### src/rtl/ctrl_pkg.sv
// ctrl_pkg: opcode, state, instruction-class and datapath-select encodings shared by the control unit and ALU control.
package ctrl_pkg;
  localparam logic [3:0] OP_ADD = 4'b0000, OP_SUB = 4'b0001, OP_AND = 4'b0010, OP_OR = 4'b0011;
  localparam logic [3:0] OP_ADDI = 4'b0100, OP_SHIFT = 4'b0101, OP_LW = 4'b0111, OP_SW = 4'b1000;
  localparam logic [3:0] OP_BEQ = 4'b1001, OP_JAL = 4'b1100, OP_JALR = 4'b1101;
  localparam logic [3:0] OP_LUI = 4'b1110, OP_LBI = 4'b1111;
  localparam logic [3:0] ST_FETCH = 4'd0, ST_DECODE = 4'd1, ST_EXEC_R = 4'd2, ST_EXEC_I = 4'd3;
  localparam logic [3:0] ST_MEM_ADDR = 4'd4, ST_MEM_READ = 4'd5, ST_MEM_WRITE = 4'd6, ST_WB_ALU = 4'd7;
  localparam logic [3:0] ST_WB_MEM = 4'd8, ST_BRANCH = 4'd9, ST_JUMP = 4'd10, ST_TRAP = 4'd11;
  typedef enum logic [3:0] {
    S_FETCH = ST_FETCH, S_DECODE = ST_DECODE, S_EXEC_R = ST_EXEC_R, S_EXEC_I = ST_EXEC_I,
    S_MEM_ADDR = ST_MEM_ADDR, S_MEM_READ = ST_MEM_READ, S_MEM_WRITE = ST_MEM_WRITE,
    S_WB_ALU = ST_WB_ALU, S_WB_MEM = ST_WB_MEM, S_BRANCH = ST_BRANCH, S_JUMP = ST_JUMP, S_TRAP = ST_TRAP
  } state_t;
  typedef enum logic [2:0] {CL_R, CL_I, CL_MEM, CL_BR, CL_JMP, CL_ILL} opclass_t;
  localparam logic [1:0] A_PC = 2'd0, A_RS = 2'd1, A_ZERO = 2'd2;
  localparam logic [1:0] B_RT = 2'd0, B_TWO = 2'd1, B_IMM = 2'd2, B_SHIMM = 2'd3;
  localparam logic [1:0] PCS_ALU = 2'd0, PCS_ALUOUT = 2'd1, PCS_JUMP = 2'd2;
  localparam logic [1:0] M2R_ALUOUT = 2'd0, M2R_MDR = 2'd1, M2R_PC = 2'd2;
endpackage

### src/rtl/ctrl_opclass.sv
// ctrl_opclass: combinational opcode to instruction-class decoder driving the DECODE transition.
module ctrl_opclass
  import ctrl_pkg::*;
(
  input  logic [3:0] opcode,
  output opclass_t   opclass
);
  always_comb begin
    opclass = CL_ILL;
    case (opcode)
      OP_ADD, OP_SUB, OP_AND, OP_OR, OP_SHIFT: opclass = CL_R;
      OP_ADDI, OP_LUI, OP_LBI:                 opclass = CL_I;
      OP_LW, OP_SW:                            opclass = CL_MEM;
      OP_BEQ:                                  opclass = CL_BR;
      OP_JAL, OP_JALR:                         opclass = CL_JMP;
      default:                                 opclass = CL_ILL;
    endcase
  end
endmodule

### src/rtl/control_fsm.sv
// control_fsm: multicycle main control unit with memory ready handshake.
// Define CTRL_TRAP_ILLEGAL_EN to trap (sticky) on illegal opcodes instead of treating them as NOPs.
module control_fsm
  import ctrl_pkg::*;
#(
  parameter int STATE_W = 4
) (
  input  logic               CLK,
  input  logic               RST_N,
  input  logic [3:0]         In_Opcode,
  input  logic [1:0]         In_Si,
  input  logic               In_Zero,
  input  logic               In_MemReady,
  output logic               Out_IRWrite,
  output logic               Out_PCWrite,
  output logic               Out_PCWriteCond,
  output logic               Out_MemRead,
  output logic               Out_MemWrite,
  output logic               Out_RegWrite,
  output logic               Out_PerformAddition,
  output logic [1:0]         Out_ALUSrcA,
  output logic [1:0]         Out_ALUSrcB,
  output logic [1:0]         Out_PCSource,
  output logic [1:0]         Out_MemToReg,
  output logic               Out_IorD,
  output logic [3:0]         Out_Opcode,
  output logic [1:0]         Out_Si,
  output logic [STATE_W-1:0] Out_State,
  output logic               Out_Trap
);
  state_t state, nxt;
  opclass_t opclass;
  logic [3:0] op_q;
  logic [1:0] si_q;
  logic zero_unused;
`ifdef CTRL_TRAP_ILLEGAL_EN
  localparam state_t ILL_NEXT = S_TRAP;
`else
  localparam state_t ILL_NEXT = S_FETCH;
`endif
  // The branch PC load is qualified by In_Zero in the datapath, alongside PCWriteCond.
  assign zero_unused = In_Zero;
  ctrl_opclass u_opclass (.opcode(In_Opcode), .opclass(opclass));
  always_ff @(posedge CLK or negedge RST_N) begin
    if (!RST_N) begin
      state <= S_FETCH;
      op_q  <= '0;
      si_q  <= '0;
    end else begin
      state <= nxt;
      if (state == S_DECODE) begin
        op_q <= In_Opcode;
        si_q <= In_Si;
      end
    end
  end
  always_comb begin
    nxt = state;
    case (state)
      S_FETCH:     nxt = In_MemReady ? S_DECODE : S_FETCH;
      S_DECODE:    nxt = opclass == CL_R   ? S_EXEC_R :
                         opclass == CL_I   ? S_EXEC_I :
                         opclass == CL_MEM ? S_MEM_ADDR :
                         opclass == CL_BR  ? S_BRANCH :
                         opclass == CL_JMP ? S_JUMP : ILL_NEXT;
      S_EXEC_R:    nxt = S_WB_ALU;
      S_EXEC_I:    nxt = S_WB_ALU;
      S_MEM_ADDR:  nxt = op_q == OP_LW ? S_MEM_READ : S_MEM_WRITE;
      S_MEM_READ:  nxt = In_MemReady ? S_WB_MEM : S_MEM_READ;
      S_MEM_WRITE: nxt = In_MemReady ? S_FETCH : S_MEM_WRITE;
      S_TRAP:      nxt = S_TRAP;
      default:     nxt = S_FETCH;
    endcase
  end
  always_comb begin
    {Out_IRWrite, Out_PCWrite, Out_PCWriteCond, Out_MemRead, Out_MemWrite, Out_RegWrite} = '0;
    Out_PerformAddition = 1'b0;
    Out_IorD = 1'b0;
    Out_ALUSrcA = A_PC;
    Out_ALUSrcB = B_RT;
    Out_PCSource = PCS_ALU;
    Out_MemToReg = M2R_ALUOUT;
    case (state)
      S_FETCH: begin
        Out_MemRead = 1'b1;
        Out_IRWrite = In_MemReady;
        Out_PCWrite = In_MemReady;
        Out_PerformAddition = 1'b1;
        Out_ALUSrcB = B_TWO;
      end
      S_DECODE: begin
        Out_PerformAddition = 1'b1;
        Out_ALUSrcB = B_SHIMM;
      end
      S_EXEC_R: Out_ALUSrcA = A_RS;
      S_EXEC_I: begin
        Out_ALUSrcA = (op_q == OP_LUI || op_q == OP_LBI) ? A_ZERO : A_RS;
        Out_ALUSrcB = B_IMM;
      end
      S_WB_ALU: Out_RegWrite = 1'b1;
      S_MEM_ADDR: begin
        Out_ALUSrcA = A_RS;
        Out_ALUSrcB = B_IMM;
        Out_PerformAddition = 1'b1;
      end
      S_MEM_READ: begin
        Out_MemRead = 1'b1;
        Out_IorD = 1'b1;
      end
      S_WB_MEM: begin
        Out_RegWrite = 1'b1;
        Out_MemToReg = M2R_MDR;
      end
      S_MEM_WRITE: begin
        Out_MemWrite = 1'b1;
        Out_IorD = 1'b1;
      end
      S_BRANCH: begin
        Out_ALUSrcA = A_RS;
        Out_PCWriteCond = 1'b1;
        Out_PCSource = PCS_ALUOUT;
      end
      S_JUMP: begin
        Out_RegWrite = 1'b1;
        Out_MemToReg = M2R_PC;
        Out_PCWrite = 1'b1;
        Out_PCSource = op_q == OP_JALR ? PCS_ALU : PCS_JUMP;
        Out_ALUSrcA = op_q == OP_JALR ? A_RS : A_PC;
        Out_ALUSrcB = op_q == OP_JALR ? B_IMM : B_RT;
        Out_PerformAddition = op_q == OP_JALR;
      end
      default: ;
    endcase
    // Write strobes must drop the moment reset asserts, even while FETCH sees In_MemReady.
    if (!RST_N) {Out_IRWrite, Out_PCWrite, Out_PCWriteCond, Out_MemWrite, Out_RegWrite} = '0;
  end
  assign Out_Opcode = op_q;
  assign Out_Si = si_q;
  assign Out_State = STATE_W'(state);
`ifdef CTRL_TRAP_ILLEGAL_EN
  assign Out_Trap = state == S_TRAP;
`else
  assign Out_Trap = 1'b0;
`endif
endmodule
### config.mk
export PLATFORM = sky130hd
export DESIGN_NAME = control_fsm
export DESIGN_NICKNAME = d
export VERILOG_FILES = /design/src/rtl/ctrl_pkg.sv /design/src/rtl/ctrl_opclass.sv /design/src/rtl/control_fsm.sv
export SDC_FILE = /design/constraint.sdc
export NUM_CORES = 1
export LEC_CHECK = 0
export ABC_CLOCK_PERIOD_IN_PS = 3300
export BUFFER_PORTS_ARGS = -buffer_cell sky130_fd_sc_hd__buf_2
export CORE_ASPECT_RATIO = 1.1
export CORE_MARGIN = 10
export CORE_UTILIZATION = 45
export CTS_CLUSTER_DIAMETER = 200
export DETAILED_ROUTE_END_ITERATION = 8
export PLACE_DENSITY = 0.75
export SLEW_MARGIN = 20
export SYNTH_ARGS = -nofsm -noshare
export SYNTH_HDL_FRONTEND = slang
export SYNTH_HIERARCHICAL = 1
export SYNTH_SLANG_ARGS = --single-unit
### constraint.sdc
create_clock -name CLK -period 3.3 [get_ports CLK]
set_input_delay 0.165 -clock CLK [delete_from_list [all_inputs] [get_ports CLK]]
set_output_delay 0.165 -clock CLK [all_outputs]
set_load 0.02 [all_outputs]
==> impl_metrics.py <==
metrics = {
    "run_status": {
        "status": "complete, no violations",
    },
    "floorplanning": {
        "die-area_um2": 4000,
        "rows": 16,
        "initial_core_util": 0.473,
        "core_um2": 1780,
        "dieHeight_um": 65.4,
        "ioPinCount": 37,
        "die_w_um": 61.2,
    },
    "detailed_routing": {
        "routed_via_density": 5.77,
        "drt_iter0_drc": 29,
        "remaining_drc_errors": 0,
        "postRouteAntennaNets": 0,
        "drt_pre_antenna_iters": 4,
        "vias": 859,
        "wl_per_cell_um": 15.0,
        "totalWireLength_um": 2240,
    },
    "synthesis": {
        "synth_top_area_frac": 0.297,
        "synth_cells": 99,
        "ys.warnings.count": 6,
        "synth_top_cell_by_area": "dfrtp_1",
        "synth_seq_cells": 10,
        "synth_flop_cell": "dfrtp_1",
        "synth_area_leaders": "dfrtp_1 (30%), mux2_2 (8.0%), nor3_1 (3.6%)",
        "yosysSeqAreaShare": 0.297,
        "avgSynthCellArea_um2": 8.51,
        "ys_types": 43,
        "syn_nets": 110,
        "syn_area_um2": 842,
        "ys_async_sr_fraction": 1.00,
        "synth-edff-count": 0,
    },
    "clock_tree": {
        "cts_resized": 0,
        "postCtsSetupBuffers": 0,
        "cts.sinks": 10,
        "cts_max_path_buffers": 2,
        "cts_hold_buf": 1,
        "clock_latency_ps": 270,
        "root_buffer": "clkbuf_4",
        "clk_pin_slew_ps": 60,
        "htree_num_levels": 1,
        "cts_tree": "built",
        "cts_buffers": 3,
    },
    "sta": {
        "slew_headroom": 0.618,
        "rsz0062_at_grt": "false",
        "fin_crit_sh": 0.620,
        "hold_viol_final": 0,
        "worstMarginPinSlew_ps": 573,
        "setup_viol": 0,
        "slew_viol_final": 0,
        "max_freq_ghz": 0.489,
        "tns_ps": 0,
        "finalClockSkew_ps": 10.2,
        "min_period_ps": 2040,
    },
    "setup_path": {
        "reg2reg_depth": 2,
        "crit_required_ps": 3130,
        "slowest_stage": "dfrtp_1",
        "crit_chain": "nor2b_1 -> a311oi_1 -> a21oi_1 -> buf_2",
        "reg2reg_from": "Out_State[0]$_DFF_PN0_",
        "rrSetupSlack_ps": 1520,
        "worstPathArrival_ps": 1880,
        "endpoint_kind": "primary output",
        "crit_path_max_incr_delay_ps": 710,
        "path_class": "reg -> out",
        "timing.rr.end": "Out_Opcode[0]$_DFFE_PN0P_",
        "cp-start-kind": "flip-flop",
        "crit_fanout": 18,
    },
    "finish": {
        "mostFrequentLayoutCells": "buf_2 (34), dfrtp_1 (10), nand2_1 (7)",
        "area_growth_syn_to_layout_pct": 23.3,
        "diodes": 0,
        "layout_commonest_cell": "buf_2",
        "finalNonFillerCells": 149,
        "drive_above_1_share": 0.359,
        "fin_util": 0.583,
        "nets": 143,
    },
    "pwr": {
        "total_power_uw": 261,
        "power.density_nw_per_um2": 251,
        "peakVddDrop_uv": 212,
        "leakagePower_nw": 0.526,
    },
    "hold_path": {
        "hold_class": "in -> reg",
        "hold_end": "Out_Si[1]$_DFFE_PN0P_",
        "hold_path_depth": 2,
        "holdCritStartpoint": "In_Si[1]",
    },
    "place": {
        "place_inst": 144,
        "dp_hpwl_um": 1740,
        "gp_congestion": 0.787,
        "port_buffers": 34,
    },
    "global_route": {
        "grt.overflow.total": 0,
        "antenna_found_initial": 0,
        "grtUsageTotal": 0.118,
        "grt_max_degree": 21,
        "grt_pass1_wl_um": 3820,
        "grt_pass1_vias": 862,
    },
    "run": {
        "drv_cap": 0,
    },
}
-- kinds of logic after synthesis --
| logic type | synth area share |
|---|---|
| AND/OR/NAND/NOR | 0.340 |
| AO/OA/AOI/OAI | 0.175 |
| multiplexers | 0.0802 |
| XOR/XNOR | 0.0104 |
| other | 0.00445 |
| adder cells (fa/ha/maj) | 0.0149 |
| flip-flops | 0.297 |
| buffers and inverters | 0.0773 |
-- worst max-delay path by stage --
stage	from	endpoint	slack, ps	depth (start not counted)
final	Out_State[1]$_DFF_PN0_	Out_ALUSrcB[1]	1260	4
after global routing	Out_State[1]$_DFF_PN0_	Out_PerformAddition	1060	4
after CTS	Out_State[1]$_DFF_PN0_	Out_ALUSrcB[1]	1260	4
after detailed placement	Out_State[0]$_DFF_PN0_	Out_Opcode[2]$_DFFE_PN0P_	1510	2
after global placement	Out_State[0]$_DFF_PN0_	Out_Opcode[3]$_DFFE_PN0P_	1570	2
after floorplan	Out_State[3]$_DFF_PN0_	Out_PCWrite	1110	4
-- area by class of cell --
cell class / instances / area, µm²
Fill cell: 175 / 743
Multi-Input combinational cell: 76 / 527
Sequential cell: 10 / 250
Timing Repair Buffer: 35 / 180
Clock buffer: 4 / 36.3
Inverter: 6 / 22.5
Tap cell: 18 / 22.5
-- metrics by stage --
stage                     instance area, µm²  hold WS [ps]  setup WS, ps
after global placement                   992          49.7          1570
after global routing                    1040           126          1060
final                                   1040           131          1260
after detailed placement                 992          54.4          1510
after CTS                               1040           123          1260
after floorplan                          842          -131          1110
-- power by group --
group | switching (mW) | internal [mW] | total, mW | leakage, nW
Sequential | 0 | 0.122 | 0.122 | 0.124
Clock | 0.0444 | 0.0670 | 0.111 | 0.0210
Combinational | 0.0164 | 0.0107 | 0.0271 | 0.381
-- synthesized netlist by cell type (all sizes together), types with 2 or more instances --
cell type,n
dfrtp,10
nand2,7
buf,6
inv,6
mux2,6
nor2,6
nor3,6
o21ai,5
a21oi,4
nand2b,4
nand3,3
nor2b,3
nor3b,3
nand3b,2
nand4,2
o22ai,2
-- flip-flops by register name, summed over array words and instances, names as in the netlist --
name	cells
Out_Si	2
Out_State	4
Out_Opcode	4
-- metal layers --
| metal | routed length [µm] | share of wire | GRT usage |
|---|---|---|---|
| met1 | 977 | 0.44 | 0.142 |
| met2 | 1010 | 0.45 | 0.187 |
| met3 | 222 | 0.099 | 0.0385 |
| met4 | 24 | 0.011 | 0.0457 |
| met5 | 0 | 0 | 0 |
-- critical path: cells and delay by family (launching register included) --
kind,cells,cell delay [ps]
DFF,1,710
buffers and inverters,1,190
AOI/OAI and AO/OA,2,300
and+or+nand+nor,1,420
(Power assumes the default switching activity.)
